==> config.mk <==
export PLATFORM = sky130hd
export DESIGN_NAME = tick_timer_flat
export DESIGN_NICKNAME = d
export VERILOG_FILES = /design/src/rtl/tick_timer_if.sv /design/src/rtl/tick_timer.sv /design/src/flat_wrapper.sv
export SDC_FILE = /design/constraint.sdc
export NUM_CORES = 1
export LEC_CHECK = 0
export CAP_MARGIN = 30
export CORE_ASPECT_RATIO = 1.2
export CORE_MARGIN = 1.5
export CORE_UTILIZATION = 28
export CTS_CLUSTER_DIAMETER = 30
export DETAILED_ROUTE_END_ITERATION = 6
export MAX_ROUTING_LAYER = met4
export PLACE_DENSITY = 0.51
export SLEW_MARGIN = 20
export SYNTH_ARGS = -nofsm -noshare
export SYNTH_HDL_FRONTEND = slang
export SYNTH_SLANG_ARGS = --single-unit
==> constraint.sdc <==
create_clock -name clk -period 2.27 [get_ports clk]
set_input_delay 0.681 -clock clk [delete_from_list [all_inputs] [get_ports clk]]
set_output_delay 0.681 -clock clk [all_outputs]
set_load 0.005 [all_outputs]
==> src/rtl/tick_timer_if.sv <==
// Control and status bundle for one tick_timer instance.
// The master drives the control pulses and period, and the slave (the timer) returns count and status.

interface tick_timer_if #(
  parameter int WIDTH = 25
);
  // There is no valid/ready pair here. Each control is sampled at every rising clk edge.
  // start, stop and load are single-cycle pulses: holding one high repeats its action every edge.
  // oneshot and clk_en are levels.
  logic             clk_en;
  logic             start;
  logic             stop;
  logic             load;
  logic [WIDTH-1:0] load_val;
  logic             oneshot;
  logic [WIDTH-1:0] count_val;
  logic             tick;
  logic             busy;
  logic             done;
  logic [1:0]       state_dbg;

  modport master (
    output clk_en, start, stop, load, load_val, oneshot,
    input  count_val, tick, busy, done, state_dbg
  );

  modport slave (
    input  clk_en, start, stop, load, load_val, oneshot,
    output count_val, tick, busy, done, state_dbg
  );
endinterface

==> src/rtl/tick_timer.sv <==
// Down-counting tick generator with a loadable period, one-shot/periodic mode and start/stop.
// Emits a registered 1-cycle tick every period_q+1 enabled cycles.

module tick_timer #(
  parameter int                WIDTH          = 25,
  parameter logic [WIDTH-1:0]  DEFAULT_PERIOD = WIDTH'(9),
  parameter bit                AUTO_START     = 1'b1
) (
  input  logic        clk,
  input  logic        reset,
  tick_timer_if.slave bus
);

  typedef enum logic [1:0] {
    IDLE = 2'd0,
    RUN  = 2'd1,
    DONE = 2'd2
  } state_t;

  localparam state_t RESET_STATE = AUTO_START ? RUN : IDLE;

  state_t           state_q, state_d;
  logic [WIDTH-1:0] period_q, period_d;
  logic [WIDTH-1:0] count_q, count_d;
  logic             tick_q, tick_d;
  logic             done_q, done_d;
  logic [WIDTH-1:0] start_period;
  logic             terminal;

  // A start in the same cycle as a load must count from the new value.
  assign start_period = bus.load ? bus.load_val : period_q;
  assign terminal     = (state_q == RUN) && bus.clk_en && (count_q == '0);

  always_ff @(posedge clk) begin
    if (reset) begin
      state_q  <= RESET_STATE;
      period_q <= DEFAULT_PERIOD;
      count_q  <= DEFAULT_PERIOD;
      tick_q   <= 1'b0;
      done_q   <= 1'b0;
    end else begin
      state_q  <= state_d;
      period_q <= period_d;
      count_q  <= count_d;
      tick_q   <= tick_d;
      done_q   <= done_d;
    end
  end

  always_comb begin
    state_d  = state_q;
    period_d = bus.load ? bus.load_val : period_q;
    count_d  = count_q;
    tick_d   = 1'b0;
    done_d   = done_q;

    if (bus.stop) begin
      state_d = IDLE;
    end else if (bus.start) begin
      state_d = RUN;
      count_d = start_period;
      done_d  = 1'b0;
    end else if (terminal) begin
      tick_d = 1'b1;
      if (bus.oneshot) begin
        state_d = DONE;
        done_d  = 1'b1;
      end else begin
        // A load landing on this edge only takes effect from the next period.
        count_d = period_q;
      end
    end else if ((state_q == RUN) && bus.clk_en) begin
      count_d = count_q - WIDTH'(1);
    end
  end

  assign bus.count_val = count_q;
  assign bus.tick      = tick_q;
  assign bus.busy      = (state_q == RUN);
  assign bus.done      = done_q;
  assign bus.state_dbg = state_q;

endmodule

==> src/flat_wrapper.sv <==
// flat-port wrapper written by rule: the top's interface ports become plain ports
module tick_timer_flat 
#(
  parameter int                WIDTH          = 25,
  parameter logic [WIDTH-1:0]  DEFAULT_PERIOD = WIDTH'(9),
  parameter bit                AUTO_START     = 1'b1
)
  (clk, reset, bus_clk_en, bus_start, bus_stop, bus_load, bus_load_val, bus_oneshot, bus_count_val, bus_tick, bus_busy, bus_done, bus_state_dbg);
  tick_timer_if #(.WIDTH(WIDTH)) bus_i ();
  input  logic clk;
  input  logic reset;
  input wire logic [$bits(bus_i.clk_en)-1:0] bus_clk_en;
  input wire logic [$bits(bus_i.start)-1:0] bus_start;
  input wire logic [$bits(bus_i.stop)-1:0] bus_stop;
  input wire logic [$bits(bus_i.load)-1:0] bus_load;
  input wire logic [$bits(bus_i.load_val)-1:0] bus_load_val;
  input wire logic [$bits(bus_i.oneshot)-1:0] bus_oneshot;
  output wire logic [$bits(bus_i.count_val)-1:0] bus_count_val;
  output wire logic [$bits(bus_i.tick)-1:0] bus_tick;
  output wire logic [$bits(bus_i.busy)-1:0] bus_busy;
  output wire logic [$bits(bus_i.done)-1:0] bus_done;
  output wire logic [$bits(bus_i.state_dbg)-1:0] bus_state_dbg;
  assign bus_i.clk_en = bus_clk_en;
  assign bus_i.start = bus_start;
  assign bus_i.stop = bus_stop;
  assign bus_i.load = bus_load;
  assign bus_i.load_val = bus_load_val;
  assign bus_i.oneshot = bus_oneshot;
  assign bus_count_val = bus_i.count_val;
  assign bus_tick = bus_i.tick;
  assign bus_busy = bus_i.busy;
  assign bus_done = bus_i.done;
  assign bus_state_dbg = bus_i.state_dbg;
  tick_timer #(.WIDTH(WIDTH), .DEFAULT_PERIOD(DEFAULT_PERIOD), .AUTO_START(AUTO_START)) u_core (.clk(clk), .reset(reset), .bus(bus_i));
endmodule
After elaboration in Yosys (flattened, before gate mapping) --
Index checks and enable logic that the tools add are counted.
Operators by class: bitwise gates (word level) 1, reduce and logical (&&, ||, !) cells 13, $add $sub $neg 1, muxes and demuxes 13, eq/ne operators 2
Operator list (count):
- two-way mux 25 bit | 5
- zero test 25 bit | 1
- subtractor 25 x 1 -> 25 bit (second input constant) | 1
- nonzero test 3 bit | 3
- two-way mux 1 bit | 8
- AND reduction 3 bit | 2
- AND reduction 2 bit | 2
- nonzero test 2 bit | 2
- inequality test 3 bit (second input constant) | 1
- OR reduction 3 bit | 1
- equality test 2 x 1 -> 1 bit (second input constant) | 1
- logical AND 1 bit | 2
- inverter 1 bit | 1
Word-level totals: output and inout port bits 30, input port bits 32, bits in registers 54, logic and storage cells 36

Logic depth before layout (Yosys ltp) --
depth in word-level cells 6, gate-level depth with buffers 10, mapped depth without buffers 8

Worst setup path after synthesis --
OpenSTA, ideal clock, no wires.
path type input -> register, from input bus_load, to register u_core.period_q[3], arrival 2.078 ns, required time 2.141 ns, stages on the path 5, setup slack 0.063 ns, cell sequence buf_2 buf_1 clkbuf_1 mux2i_1 nand2_1
Between the ends: cells in the longest elaborated chain, start to end 1
Ends and longest elaborated chain:
- start, declared | line flat_wrapper.sv:15 | input wire logic [$bits(bus_i.load)-1:0] bus_load;
- two-way mux 25 bit
- end signal, assigned | line tick_timer.sv:43 | period_q <= period_d;
- end, declared | line tick_timer.sv:23 | logic [WIDTH-1:0] period_q, period_d;
No other way between the ends. A chain may end at the register's enable or synchronous reset.

Final worst setup path --
from input bus_start, to register u_core.count_q[19] (netlist: u_core.bus.count_val[19])
Between the ends: cells in the longest elaborated chain, start to end 2, elaborated cells between the ends (all ways) 4, those cells by class eq/ne: 1; mux: 1; reduce/logical: 2
Ends and longest elaborated chain:
- start, declared | line flat_wrapper.sv:13 | input wire logic [$bits(bus_i.start)-1:0] bus_start;
- inequality test 3 bit (no source line) or nonzero test 3 bit (tied branches)
- AND reduction 3 bit (no source line)
- end signal, assigned | line tick_timer.sv:44 | count_q <= count_d;
- end, declared | line tick_timer.sv:24 | logic [WIDTH-1:0] count_q, count_d;
Parallel ways exist; a longest one is shown, timed or not.

==> metrics.md <==
| Metric | Value |
|---|---|
| Hold crit path type | reg -> reg |
| Slew @ Worst Pin | 499 ps |
| Leak | 1.70 nW |
| Syn Std Cell Area | 0.00300 mm^2 |
| Hold path start | u_core.period_q[0] |
| Die footprint | 0.0113 mm^2 |
| Antenna diodes | 0 |
| Slew Viols, Final | 0 |
| Worst Reg-to-Reg Cells | 7 |
| Die span in y | 116 um |
| Max-slew headroom | 66.4% |
| Critical path startpoint | bus_start |
| Worst setup EP type | register |
| Critical Path AT | 2410 ps |
| Final Hold Fails | 0 |
| Reg2reg setup slack | 100 ps |
| Critical path type | in -> reg |
| Crit path max fanout | 11 |
| Non-filler instance count after layout | 570 |
| Final setup violation count | 0 |
| Cell Area, Placed | 0.00406 mm^2 |
| Warnings, synthesis | 0 |
| CTS tree | done |
| Max Cap Viol | 0 |
| Root buffer cell | clkbuf_16 |
| Placed cells | 559 |
| Vias per cell | 4.99 |
| Synth Register Bits | 54 |
| Port Buf Inserts | 61 |
| Vias in the first global route | 2815 |
| CTS Buf Count | 5 |
| Ports | 62 |
| Antenna Nets Post-Route | 0 |
| Worst EP required | 2500 ps |
| Unique masters post-synth | 56 |
| Worst clock skew | 5.68 ps |
| Top cells by area, synth | dfxtp_1 36%, mux2i_1 8.7%, nor2_1 7.4%, xnor2_1 4.7%, a21oi_1 3.0% |
| Layout Nets | 474 |
| Clock latency on the worst-skew pair | 290 ps |
| Synth top cells by count | 59 x nor2_1, 54 x dfxtp_1, 26 x mux2i_1, 18 x a21oi_1, 18 x nand2_1 |
| Post-route cell area | 0.00429 mm^2 |
| TritonCTS Sinks | 54 |
| Area leader, netlist | dfxtp_1 |
| Synth async-reset ratio | 0% |
| Most frequent cell after synthesis | nor2_1 |
| Drt total wl | 8950 um |
| DR vias | 2843 |
| Startpoint Class | input pin |
| Total gr overflow | 0 |
| Outcome | finished clean |
| Synth Instances | 339 |
| DR DRC count | 0 |
| Sequential-to-total area share from yosys stat | 36.0% |
| # fillers | 1100 |
| Synth top area share | 36.0% |
| Fin crit period | 2180 ps |
| Layout cell share with drive strength beyond 1 | 22.4% |
| CTS Buffer Depth | 2 |
| Fmax | 0.458 GHz |
| H-tree depth | 2 |
| Largest net degree at the start of global routing | 38 |
| Global Route Usage Sum | 16.6% |
| Die span in x | 97.5 um |
| Wire per inst | 15.7 um |
| VDD IR max | 0.312 mV |
| Area Overhead vs Synth | 42.9% |
| Row count | 41 |
| Final HPWL from detailed placement | 6900 um |
| Setup crit end | u_core.bus.count_val[19] |
| Synth Area per Inst | 8.85 um^2 |
| DRT Pass-1 Iters | 4 |
| Post-synth EDFFs | 0 |
| Synthesized net count | 373 |
| Initial antenna violation count | 0 |
| Pwr dens | 592 mW/mm^2 |
| Clock-pin slew on the worst setup and hold paths | 70 ps |
| Initial Utilization | 28.7% |
| Initial DRC count | 121 |
| RePlAce Congestion | 0.835 |
| R2R Path End | u_core.bus.count_val[9] |
| First-pass GRT wire length | 14600 um |
| Post-route clock period utilization | 96.1% |
| R2r startpoint | u_core.bus.count_val[11] |
| Leading register cell type out of synthesis | dfxtp_1 |
| Core Area | 0.0105 mm^2 |
==> cell type report <==
cell class              count  area, um^2  share of cell area (%)
clock inverters             3        40.0                   0.934
flip-flops and latches     54        1080                    25.2
clock buffers               5         125                    2.92
inverters                   9        33.8                   0.788
multi-input cells         251        1780                    41.4
repair buffers            119        1070                    25.0
well taps                 129         161                    3.77
==> report_power, final <==
group	switching [mW]	internal [mW]	total (mW)	leakage [nW]
Combinational	0.283	0.321	0.604	1.17
Sequential	0.0551	1.01	1.06	0.445
Clock	0.353	0.517	0.870	0.0836
==> worst min-delay path by stage <==
stage / end / slack (ps) / cells after the start
finish: u_core.period_q[0] / 450 / 2
floorplan: u_core.period_q[0] / 430 / 2
CTS: u_core.period_q[0] / 460 / 2
global route: u_core.period_q[0] / 510 / 2
detailed placement: u_core.period_q[0] / 450 / 2
global placement: u_core.period_q[0] / 450 / 2
==> state kept, by name (all words and copies together), names as in the netlist <==
| name | cells |
|---|---|
| u_core.bus.state_dbg | 2 |
| u_core.bus.count_val | 25 |
| u_core.period_q | 25 |
| u_core.bus.done | 1 |
| u_core.bus.tick | 1 |
==> cell families after synthesis <==
kind of cell               after synthesis  share of synthesized area (%)
buffers and inverters                   34                           6.05
adders and majority gates                2                          0.834
and+or+nand+nor                        124                           20.6
xor gates and xnor gates                20                           5.84
AOI/OAI and AO/OA                       73                           19.7
muxes                                   32                           10.9
DFF                                     54                           36.0
==> repair_timing <==
item,4_1_cts,5_1_grt
pin swaps,1,3
setup buffers,1,1
hold buffers,0,0
endpoints found under the setup margin,6,25
gates resized for setup,1,10
cloned,0,1
==> worst max-delay path, cell delays in order <==
cell	delay, ps
clkdlybuf4s50_1	490
buf_4	220
a32oi_1	250
buf_4	240
nor2_1	70
a2111o_1	340
a21oi_1	110
==> per-stage QoR <==
step	worst slack (ps)	total power [mW]	hold slack [ps]	utilization, %	TNS [ps]
floorplan	63.1	1.39	430	-	0
global placement	-292	1.67	450	38.8	-6450
detailed placement	-327	1.68	445	38.8	-6400
CTS	14.0	2.55	456	40.4	0
global route	-3.59	2.67	509	41.0	-3.59
finish	88.0	2.54	451	41.0	0
==> per-layer routing <==
| metal | up-vias | track usage (%) | wire, um |
|---|---|---|---|
| met5 | - | - | 0 |
| met4 | 0 | 5.05 | 170 |
| met3 | 11 | 2.39 | 287 |
| met2 | 66 | 28.3 | 4470 |
| met1 | 1330 | 20.4 | 4020 |
| li1 | 1436 | - | - |
==> cell usage in the layout (no fill, tap or decap), drive strengths merged, types with 4 or more instances in the layout <==
master         instances
inv                    9
xnor2                 16
nand4                  5
clkbuf                 5
nor4                   8
nand3                  9
mux2i                 26
mux2                   6
buf                   59
clkdlybuf4s50         59
nor2                  59
a211oi                12
a21oi                 18
dfxtp                 54
o221a                  6
nand2                 18
xor2                   4
o21ai                  9
nor3                  13
o211ai                 6
(Power assumes the default switching activity.)
